File: config.mk
export PLATFORM = sky130hd
export DESIGN_NAME = button_pulse_gen
export DESIGN_NICKNAME = d
export VERILOG_FILES = /design/src/rtl/button_pulse_gen.sv
export SDC_FILE = /design/constraint.sdc
export NUM_CORES = 1
export LEC_CHECK = 0
export ABC_AREA = 1
export CAP_MARGIN = 20
export CORE_AREA = 4 4 129 131
export CTS_CLUSTER_SIZE = 20
export DETAILED_ROUTE_END_ITERATION = 8
export DIE_AREA = 0 0 133 135
export MAX_ROUTING_LAYER = met4
export PLACE_DENSITY = 0.51
export SETUP_SLACK_MARGIN = 0.05
export SLEW_MARGIN = 20
export SYNTH_ARGS = -nofsm -noshare
export SYNTH_HDL_FRONTEND = slang
export SYNTH_HIERARCHICAL = 1
export SYNTH_SLANG_ARGS = --single-unit
File: constraint.sdc
create_clock -name clk -period 1.8 [get_ports clk]
set_input_delay 0.18 -clock clk [delete_from_list [all_inputs] [get_ports clk]]
set_output_delay 0.18 -clock clk [all_outputs]
set_load 0.02 [all_outputs]
File: src/rtl/button_pulse_gen.sv
// Button conditioner: per-channel 2-flop sync, debounce, press/auto-repeat pulse FSM,
// with a lock that suppresses all pulses while both buttons are held.

// state   | meaning
// IDLE    | button released, or press already consumed / locked out
// HOLD    | first pulse issued, waiting REPEAT_DELAY before auto-repeat
// REPEAT  | auto-repeat running, one pulse every REPEAT_RATE cycles
module button_pulse_chan #(
   parameter int CNT_W           = 16,
   parameter int DEBOUNCE_CYCLES = 1000,
   parameter int REPEAT_DELAY    = 8000,
   parameter int REPEAT_RATE     = 2000
) (
   input  logic clk,
   input  logic reset,
   input  logic i_raw,
   input  logic i_lock,
   output logic o_level,
   output logic o_pulse
);

   typedef enum logic [1:0] {
      ST_IDLE   = 2'd0,
      ST_HOLD   = 2'd1,
      ST_REPEAT = 2'd2
   } state_t;

   localparam logic [CNT_W-1:0] C_DEB_LAST = CNT_W'(DEBOUNCE_CYCLES - 1);
   localparam logic [CNT_W-1:0] C_RD_LAST  = CNT_W'(REPEAT_DELAY - 1);
   localparam logic [CNT_W-1:0] C_RR_LAST  = CNT_W'(REPEAT_RATE - 1);
   localparam logic             C_RPT_EN   = (REPEAT_DELAY > 0);

   logic             r_sync1;
   logic             r_sync2;
   logic             r_level;
   logic             r_level_d;
   logic             r_pulse;
   logic [CNT_W-1:0] r_deb_cnt;
   logic [CNT_W-1:0] r_timer;
   logic [CNT_W-1:0] w_timer_nxt;
   state_t           r_state;
   state_t           w_state_nxt;
   logic             w_req;

   always_ff @(posedge clk or posedge reset) begin
      if (reset) begin
         r_sync1   <= 1'b0;
         r_sync2   <= 1'b0;
         r_level   <= 1'b0;
         r_level_d <= 1'b0;
         r_deb_cnt <= '0;
      end else begin
         r_sync1   <= i_raw;
         r_sync2   <= r_sync1;
         r_level_d <= r_level;
         if (r_sync2 != r_level) begin
            if (r_deb_cnt == C_DEB_LAST) begin
               r_level   <= r_sync2;
               r_deb_cnt <= '0;
            end else begin
               r_deb_cnt <= r_deb_cnt + 1'b1;
            end
         end else begin
            r_deb_cnt <= '0;
         end
      end
   end

   always_ff @(posedge clk or posedge reset) begin
      if (reset) begin
         r_state <= ST_IDLE;
         r_timer <= '0;
         r_pulse <= 1'b0;
      end else begin
         r_state <= w_state_nxt;
         r_timer <= w_timer_nxt;
         r_pulse <= w_req;
      end
   end

   // A new press needs a level rise, so a button still held after unlock stays silent.
   always_comb begin
      w_state_nxt = r_state;
      w_timer_nxt = r_timer;
      w_req       = 1'b0;
      if (i_lock || !r_level) begin
         w_state_nxt = ST_IDLE;
         w_timer_nxt = '0;
      end else begin
         case (r_state)
            ST_IDLE: begin
               if (!r_level_d) begin
                  w_req       = 1'b1;
                  w_timer_nxt = '0;
                  w_state_nxt = ST_HOLD;
               end
            end
            ST_HOLD: begin
               if (C_RPT_EN && (r_timer == C_RD_LAST)) begin
                  w_req       = 1'b1;
                  w_timer_nxt = '0;
                  w_state_nxt = ST_REPEAT;
               end else begin
                  w_timer_nxt = r_timer + 1'b1;
               end
            end
            ST_REPEAT: begin
               if (r_timer == C_RR_LAST) begin
                  w_req       = 1'b1;
                  w_timer_nxt = '0;
               end else begin
                  w_timer_nxt = r_timer + 1'b1;
               end
            end
            default: begin
               w_state_nxt = ST_IDLE;
               w_timer_nxt = '0;
            end
         endcase
      end
   end

   assign o_level = r_level;
   assign o_pulse = r_pulse;

endmodule

module button_pulse_gen #(
   parameter int CNT_W           = 16,
   parameter int DEBOUNCE_CYCLES = 1000,
   parameter int REPEAT_DELAY    = 8000,
   parameter int REPEAT_RATE     = 2000
) (
   input  logic clk,
   input  logic reset,
   input  logic btn_inc_raw,
   input  logic btn_dec_raw,
   output logic inc_pulse,
   output logic dec_pulse,
   output logic inc_level,
   output logic dec_level
);

   logic w_inc_level;
   logic w_dec_level;
   logic w_lock;

   // Both requests need both levels high, which is exactly the lock, so pulses never overlap.
   assign w_lock = w_inc_level & w_dec_level;

   button_pulse_chan #(
      .CNT_W          (CNT_W),
      .DEBOUNCE_CYCLES(DEBOUNCE_CYCLES),
      .REPEAT_DELAY   (REPEAT_DELAY),
      .REPEAT_RATE    (REPEAT_RATE)
   ) u_inc (
      .clk    (clk),
      .reset  (reset),
      .i_raw  (btn_inc_raw),
      .i_lock (w_lock),
      .o_level(w_inc_level),
      .o_pulse(inc_pulse)
   );

   button_pulse_chan #(
      .CNT_W          (CNT_W),
      .DEBOUNCE_CYCLES(DEBOUNCE_CYCLES),
      .REPEAT_DELAY   (REPEAT_DELAY),
      .REPEAT_RATE    (REPEAT_RATE)
   ) u_dec (
      .clk    (clk),
      .reset  (reset),
      .i_raw  (btn_dec_raw),
      .i_lock (w_lock),
      .o_level(w_dec_level),
      .o_pulse(dec_pulse)
   );

   assign inc_level = w_inc_level;
   assign dec_level = w_dec_level;

endmodule
==> results by group <==
Yosys
  • Post-synth EDFFs: 0
  • Synth area leader: dfrtp_1
  • Cell count after synthesis: 580
  • Adder-Cell Fraction of Synth Area: 0.0380
  • Ranking of synthesized cells by area: dfrtp_1, nand2_1, nor2_1
  • Yosys cell types: 32
  • FF+latch count, synth: 78
  • Syn Area/Cell: 7.95 um2
  • Most common flop cell mapped by yosys: dfrtp_1
  • Syn nets: around 600
  • Yosys warns: 6
  • Synth async-reset ratio: 1.00
  • Post-Synth XOR/XNOR Area: 0.0375
  • Synthesized area: roughly 4600 um2
  • Main combinational cell family by area after synthesis: simple AND/OR/NAND/NOR gates
  • Complex-gate fraction of the synthesized area: 0.0896
  • Multiplexer share of the synthesized area: 0
  • Top cell type's share of synthesized area: 0.423
  • Simple-gate share of the synthesized area: 0.328
  • Sequential fraction of the synthesis area: 0.423

Status
  • Status: complete, no violations

STA
  • Relative slew margins: 0.655
  • Total Neg Setup Slack: 0 ns
  • WHS: roughly 0.28 ns
  • Final Setup Violations: 0
  • PnR worst setup slack: around 0.13 ns
  • Maximum clock rate: 0.599 GHz
  • Minimum clock period after layout: 1.67 ns
  • Slew @ Worst Pin: just over 0.5 ns
  • Final period utilization: 0.927
  • Clock Skews: 0.00839 ns
  • RSZ-0062 raised after global routing: yes
  • Pins over their slew limit: 0
  • Final Hold Fails: 0

Cells and area
  • Commonest non-fill, non-tap cell in the layout: nand2_1
  • FILL cells: around 1.6k
  • Reg area: slightly below 2000 um2
  • Layout Nets: about 640
  • Layout area overhead: 17.3%
  • Final instance area: approximately 5400 um2
  • Layout cells sized above 1: 0.189
  • Multi-input logic area: 2310 um2
  • Ant diodes: 0
  • Most frequent cells in the layout: nand2_1, dfrtp_1, nor2_1, inv_1, nand3_1

Clocking
  • CTS tree: built
  • Clk sinks: 78
  • TritonCTS buffer count: 9
  • Clk pin slew, worst setup/hold paths: about 0.060 ns
  • Root Driver: clkbuf_16
  • CTS Buffer Depth: 2
  • H-tree depth: 3
  • Worst-Skew Late Latency: about 0.34 ns

Worst setup path
  • CP Launch Type: flip-flop
  • CP top delay family: simple AND/OR/NAND/NOR gates
  • WP data arrival: approximately 1.9 ns
  • Most frequent cell on the critical path: inv_1
  • Reg2reg start: u_dec/r_state[0]
  • Internal reg-to-reg setup slack: between 0.1 and 0.15 ns
  • Worst path slowest cell: dfrtp_1
  • Worst path required time: ~2 ns
  • CP max FO: 5
  • CP endpoint kind: flip-flop
  • Cells along the critical path: inv_1 > ha_1 > nand2_1 > inv_1 > nand2_2 > nand4_1 > buf_4 > xor2_1 > a21oi_2
  • R2R Path End: u_dec/r_timer[7]
  • Register-to-Register Path Depth: 9
  • CP Buf/Inv Count: 3
  • Max incr delay on CP: around 0.37 ns
  • CP Class: reg2reg

Place
  • Pre-CTS WS: slightly above 0.05 ns
  • Placed Area: about 5000 um2
  • Port buffer count: 7
  • Hpwl dp: just under 7 mm
  • RD Place Congestion: 0.834

Power
  • Share of total power in combinational logic: 0.023
  • Clock power share: 0.490
  • Pwr dens: between 600 and 700 nW/um2
  • Worst ir drop on vdd: around 0.4 mV
  • Sequential power share: 0.487
  • Internal power: 2840 uW
  • Pleak: ~0.0024 uW
  • Sw Pwr: ~810 uW
  • Switch share: 0.221

Die
  • Die footprint: approximately 18000 um2
  • Width of the die: approximately 130 um
  • Initial core utilization: 0.296
  • Die height: ~140 um
  • Core Area: between 15000 and 20000 um2
  • Num rows: 46
  • I/O pins: 8

Global route
  • Antenna violations before repair: 0
  • Largest net degree at the start of global routing: 40
  • First-pass GRT wire length: approximately 17 mm
  • GRT Util Overall: 0.117
  • Global route overflow: 0
  • Vias in the first global route: 3672

Routing
  • Routed WL: around 9.5 mm
  • Number of DRC violations after detailed-routing iteration 0: 271
  • DRC: 0
  • First-pass detailed-route iteration total: 4
  • Drt wl/cell: approximately 11 um
  • Antenna viol nets, final: 0
  • DR vias/cell: 4.45
  • Via count: ~3.7k

Hold path
  • Hold Path End: u_dec/r_sync1
  • Hold Path Depth: 1
  • Hold/Removal Path Class: in2reg
  • Hold_sp: btn_dec_raw

Job
  • MaxCap Viol Count: 0
==> metrics by stage <==
stage	utilization	power (uW)	cells
6_report	0.347	3650	839
5_1_grt	0.347	3810	839
4_1_cts	0.339	3730	826
3_5_place_dp	0.320	1900	810
3_3_place_gp	0.320	1900	810
2_1_floorplan	-	1860	580
==> what timing repair did <==
item                                    in CTS  in global routing
gates cloned                                 0                  1
hold buffers                                 0                  0
setup buffers                                0                 12
resized for setup                            1                 11
pin swaps                                    1                  4
endpoints found under the setup margin       2                 23
==> cell usage after synthesis, types with 4 or more instances <==
master / instances
o22ai_1: 6
nand3_1: 34
nand3b_1: 4
nor2_1: 74
nand2_1: 131
o21ai_0: 14
nor3_4: 4
xor2_1: 14
a21oi_2: 20
dfrtp_1: 78
nor2_4: 6
nor3_1: 24
ha_1: 14
nor2_2: 8
nand2_2: 8
inv_2: 10
nand3_2: 4
nand4_1: 10
inv_1: 73
a21oi_1: 20
==> final cells by class <==
| type | count | area share |
|---|---|---|
| clock buffer | 12 | 0.0493 |
| clock inverter | 4 | 0.00532 |
| inverter | 83 | 0.0576 |
| multi-input combinational | 414 | 0.426 |
| sequential | 78 | 0.361 |
| tap | 216 | 0.0500 |
| timing repair buffer | 32 | 0.0504 |
==> cells by family after synthesis <==
family,Yosys count
buffers and inverters,89
flip-flops,78
AO/OA/AOI/OAI,64
AND/OR/NAND/NOR,317
adder cells (fa/ha/maj),14
XOR/XNOR,18
==> power by group through the flow <==
stage / Clock (uW) / Sequential (uW) / Combinational (uW)
after floorplan: 0 / 1810 / 55.4
after global placement: 0 / 1810 / 88.0
after detailed placement: 0 / 1810 / 90.6
after CTS: 1860 / 1780 / 90.4
after global routing: 1930 / 1780 / 101
final: 1790 / 1780 / 84.8
==> metal layers <==
metal,track usage,vias to the layer above,wire length [um]
met5,-,-,0
met4,0.0433,0,158
met3,0.0209,13,247
met2,0.177,52,4300
met1,0.159,1734,4840
li1,-,1932,-
==> state kept, by name, indices dropped and copies added (netlist names) <==
register,count
u_dec/r_timer,16
u_inc/r_level_d,1
u_dec/r_deb_cnt,16
u_inc/r_sync2,1
u_inc/r_timer,16
u_dec/r_level_d,1
u_dec/o_level,1
u_inc/r_deb_cnt,16
u_inc/r_sync1,1
u_inc/o_level,1
u_dec/r_state,2
u_dec/o_pulse,1
u_dec/r_sync2,1
u_inc/o_pulse,1
u_inc/r_state,2
u_dec/r_sync1,1
==> how the worst max path moves through the flow <==
stage	from	endpoint	slack [ns]	cells after the start
floorplan	u_inc/o_level	u_dec/r_timer[9]	0.27	8
global placement	u_dec/r_state[0]	u_dec/r_timer[12]	0.12	10
detailed placement	u_inc/r_state[0]	u_inc/r_timer[15]	0.05	10
CTS	u_dec/r_state[0]	u_dec/r_timer[14]	0.05	12
global route	u_dec/r_state[0]	u_dec/r_timer[7]	0.003	9
finish	u_dec/r_state[0]	u_dec/r_timer[7]	0.13	9
==> worst register-to-register path, delay by kind of cell, from the launching register on <==
family	cells	cell delay, ns
AOI/OAI and AO/OA	1	0.04
xor gates and xnor gates	1	0.16
adders and majority gates	1	0.23
buffers and inverters	3	0.34
DFF	1	0.37
and+or+nand+nor	3	0.41
Power figures use the tool's default switching activity.
